### config.mk
export PLATFORM = sky130hd
export DESIGN_NAME = fetch_queue
export DESIGN_NICKNAME = d
export VERILOG_FILES = /design/src/rtl/fetch_queue.sv
export SDC_FILE = /design/constraint.sdc
export NUM_CORES = 1
export LEC_CHECK = 0
export ABC_AREA = 1
export ABC_CLOCK_PERIOD_IN_PS = 6500
export BUFFER_PORTS_ARGS = -buffer_cell sky130_fd_sc_hd__buf_2
export CORE_MARGIN = 2
export CORE_UTILIZATION = 35
export CTS_CLUSTER_SIZE = 28
export DETAILED_ROUTE_END_ITERATION = 8
export PLACE_DENSITY_LB_ADDON = 0.12
export SYNTH_ARGS = -nofsm -noshare
export SYNTH_HDL_FRONTEND = slang
export SYNTH_SLANG_ARGS = --single-unit
### constraint.sdc
create_clock -name clk -period 6.5 [get_ports clk]
set_input_delay 0.65 -clock clk [delete_from_list [all_inputs] [get_ports clk]]
set_output_delay 0.65 -clock clk [all_outputs]
set_load 0.05 [all_outputs]
### src/rtl/fetch_queue.sv
// Instruction fetch queue: buffers {PC, instruction} pairs from IF and
// presents them in order to ID, freezing IF when full and emptying on flush.
module fetch_queue #(
    parameter int WORD_LEN = 32,
    parameter int DEPTH    = 4
) (
    input  logic                         clk,
    input  logic                         rst,
    input  logic                         ifValid,
    input  logic [WORD_LEN-1:0]          ifPC,
    input  logic [WORD_LEN-1:0]          ifInstruction,
    input  logic                         flush,
    input  logic                         idFreeze,
    output logic                         freezeIF,
    output logic                         idValid,
    output logic [WORD_LEN-1:0]          idPC,
    output logic [WORD_LEN-1:0]          idInstruction,
    output logic [$clog2(DEPTH+1)-1:0]   count
);

    localparam int CNT_W = $clog2(DEPTH + 1);
    localparam int PTR_W = $clog2(DEPTH);

    logic [WORD_LEN-1:0] pc_mem_q  [DEPTH];
    logic [WORD_LEN-1:0] ins_mem_q [DEPTH];

    logic [PTR_W-1:0] wr_ptr_q, wr_ptr_d;
    logic [PTR_W-1:0] rd_ptr_q, rd_ptr_d;
    logic [CNT_W-1:0] count_q,  count_d;

    logic full, empty, push, pop;

    assign full  = (count_q == CNT_W'(DEPTH));
    assign empty = (count_q == '0);
    // Push uses the pre-edge full flag, so a simultaneous pop cannot make room.
    assign push  = ifValid & ~full & ~flush;
    assign pop   = ~empty & ~idFreeze & ~flush;

    always_comb begin
        wr_ptr_d = wr_ptr_q;
        rd_ptr_d = rd_ptr_q;
        count_d  = count_q;
        if (flush) begin
            wr_ptr_d = '0;
            rd_ptr_d = '0;
            count_d  = '0;
        end else begin
            if (push) wr_ptr_d = wr_ptr_q + 1'b1;
            if (pop)  rd_ptr_d = rd_ptr_q + 1'b1;
            unique case ({push, pop})
                2'b10:   count_d = count_q + 1'b1;
                2'b01:   count_d = count_q - 1'b1;
                default: count_d = count_q;
            endcase
        end
    end

    always_ff @(posedge clk or posedge rst) begin
        if (rst) begin
            wr_ptr_q <= '0;
            rd_ptr_q <= '0;
            count_q  <= '0;
        end else begin
            wr_ptr_q <= wr_ptr_d;
            rd_ptr_q <= rd_ptr_d;
            count_q  <= count_d;
        end
    end

    // Storage carries no reset; stale data is masked by the empty gating below.
    always_ff @(posedge clk) begin
        if (push) begin
            pc_mem_q[wr_ptr_q]  <= ifPC;
            ins_mem_q[wr_ptr_q] <= ifInstruction;
        end
    end

    assign freezeIF      = full;
    assign idValid       = ~empty;
    assign idPC          = empty ? '0 : pc_mem_q[rd_ptr_q];
    assign idInstruction = empty ? '0 : ins_mem_q[rd_ptr_q];
    assign count         = count_q;

endmodule

==> out/metrics.csv <==
metric,value,unit
synth_flop_cell,edfxtp_1,
p_leak,0.00445,uW
max_slew_margin,0.300,
synth_seq_cells,263,
min_period,4.03,ns
grt_pass1_vias,6360,
yosysUniqueCellTypes,18,
pre_cts_slack,2.98,ns
synthAdderAreaFrac,0.00677,
synth-seq-area-share,0.760,
fmax,248,MHz
rows,62,
drive_gt1_frac,0.202,
postCtsSetupBuffers,0,
fin_crit_sh,0.621,
r2r_start,count[0]$_DFFE_PP0P_,
cts-resized-gates,0,
crit_type,flop to output pin,
fin_cells,1355,
clock_path_buffers,3,
syn_area,10300,um2
synth_top_area_share,0.743,
cts.sinks,263,
yosys_warnings,0,
routed_wl,23.7,mm
syn_inst,821,
status,"finished, final reports clean",
htreeDepth,1,
hpwl,12.2,mm
required,5.85,ns
dr.first_iter.drc_count,362,
drt-pass1-iter-count,4,
worstPathMaxFanout,65,
die_h,176,um
crit_start,rd_ptr_q[1]$_DFFE_PP0P_,
grt_usage,0.153,
min_path_type,primary input to async pin,
final_area,12300,um2
dieArea,31000,um2
antenna_left,0,
fin_nets,1024,
synthXorXnorAreaFrac,0.000847,
antenna_found_initial,3,
initial_core_util,0.358,
tritoncts,built,
synth_common_cells,"nor2_1, edfxtp_1, o21ai_0, a21oi_1, nand2_1",
final_core_util,0.425,
clock_latency,0.53,ns
place_congestion,0.718,
tightest_slew,1.05,ns
hold_violations,0,
nFillCells,2740,
synth.most_common_cell,nor2_1,
drc,0,
synth_top_family_by_area,simple AND/OR/NAND/NOR gates,
worst_clock_skew,0.00753,ns
grt_overflow,0,
port_buffers,137,
root_buffer,clkbuf_16,
slew_violations,0,
grt_setup_unrepaired,no,
setup_slack,2.47,ns
cap_viol_max_count,0,
vias,6357,
placed_cells,1303,
ys_top_cells_by_area,"edfxtp_1, nor2_1, o21ai_0, a21oi_1, dfrtp_1",
viasPerCell,4.69,
synth.avg_cell_area,12.6,um2
powerDensity,472,nW/um2
peakVddDrop,0.287,mV
grt_max_degree,79,
synth-edff-count,256,
syn-num-nets,895,
async_reset_ff_frac,0.0266,
yosys-mux-area-fraction,0,
synth_largest_area_cell,edfxtp_1,
syn_to_final_growth,18.7,%
worstSetupEndpointType,output pin,
setup_viol,0,
hold_buffers,0,
worstPathArrival,3.38,ns
die_w,176,um
placed_area,11400,um2
io-pin-count,138,
synth_simple_gate_area_frac,0.104,
wl_per_cell,17.5,um
coreArea,28900,um2
synth_compound_area_frac,0.0967,
grt_first_pass_wirelength,36.5,mm
clk_pin_slew,0.06,ns
numCtsBuffers,29,
setup_tns,0,ns
startpoint_type,flop,
-- routing by layer --
metal	share of wire	global-route usage
met3	0.046	0.0276
met1	0.45	0.204
met2	0.49	0.261
met5	0.00089	0
met4	0.018	0.0382
-- cell usage in the layout (no fill, tap or decap), types with 2 or more instances in the layout --
master / count
dfrtp_1: 5
clkbuf_1: 5
a21oi_1: 68
ha_1: 4
o21ai_1: 4
clkbuf_16: 29
edfxtp_1: 256
nor2_4: 4
nand2_1: 21
buf_4: 9
bufinv_16: 3
buf_2: 137
inv_2: 2
clkinv_2: 6
nor2_1: 259
inv_1: 15
clkbuf_8: 3
clkinv_1: 5
o21ai_0: 128
nand3_1: 2
-- where the power goes --
part           switching [uW]  internal, uW
logic                    1730           423
clock network             624           962
registers                83.9          1980
total                    2440          3360
-- worst paths after layout --
check	endpoint	slack, ns	cells after the start
max	idPC[31]	2.47	7
min	rd_ptr_q[1]$_DFFE_PP0P_	0.05	2
max reg2reg	pc_mem_q[1][29]$_DFFE_PP_	4.06	7
min reg2reg	count[1]$_DFFE_PP0P_	0.57	2
max in group asynchronous	rd_ptr_q[0]$_DFFE_PP0P_	6.19	2
min in group clk	ins_mem_q[0][23]$_DFFE_PP_	0.33	1
-- final cells by class --
type	instances	area [um2]	share of cell area
diodes	1	2.50	0.000204
clock buffers	37	786	0.0640
clock inverters	14	139	0.0113
inverters	18	70.1	0.00570
multi-input cells	492	2190	0.178
flip-flops and latches	263	7870	0.640
well taps	384	480	0.0391
repair buffers	146	753	0.0613
-- cells by family after synthesis --
| group | Yosys count |
|---|---|
| XOR/XNOR | 1 |
| AO/OA/AOI/OAI | 200 |
| adder cells (fa/ha/maj) | 5 |
| flip-flops | 263 |
| AND/OR/NAND/NOR | 286 |
| buffers and inverters | 66 |
-- state kept, by name (all words and copies together), names as in the netlist --
name       flops
count          3
ins_mem_q    128
pc_mem_q     128
wr_ptr_q       2
rd_ptr_q       2
-- critical path: stages (launching register included) --
cell     delay, ns
dfrtp_2       0.34
buf_4         0.69
inv_2         0.47
buf_4         0.46
nor2_1        0.17
o21ai_0       0.09
a21oi_1       0.27
buf_2         0.32
-- per-stage QoR --
step           hold WS [ns]  total power (uW)
6_report             0.0494              5790
5_1_grt              0.0597              6080
4_1_cts              0.0330              5870
3_5_place_dp          0.556              4280
3_3_place_gp          0.557              4280
2_1_floorplan         0.453              3730
Note: power is estimated with default switching activity, not from simulation.
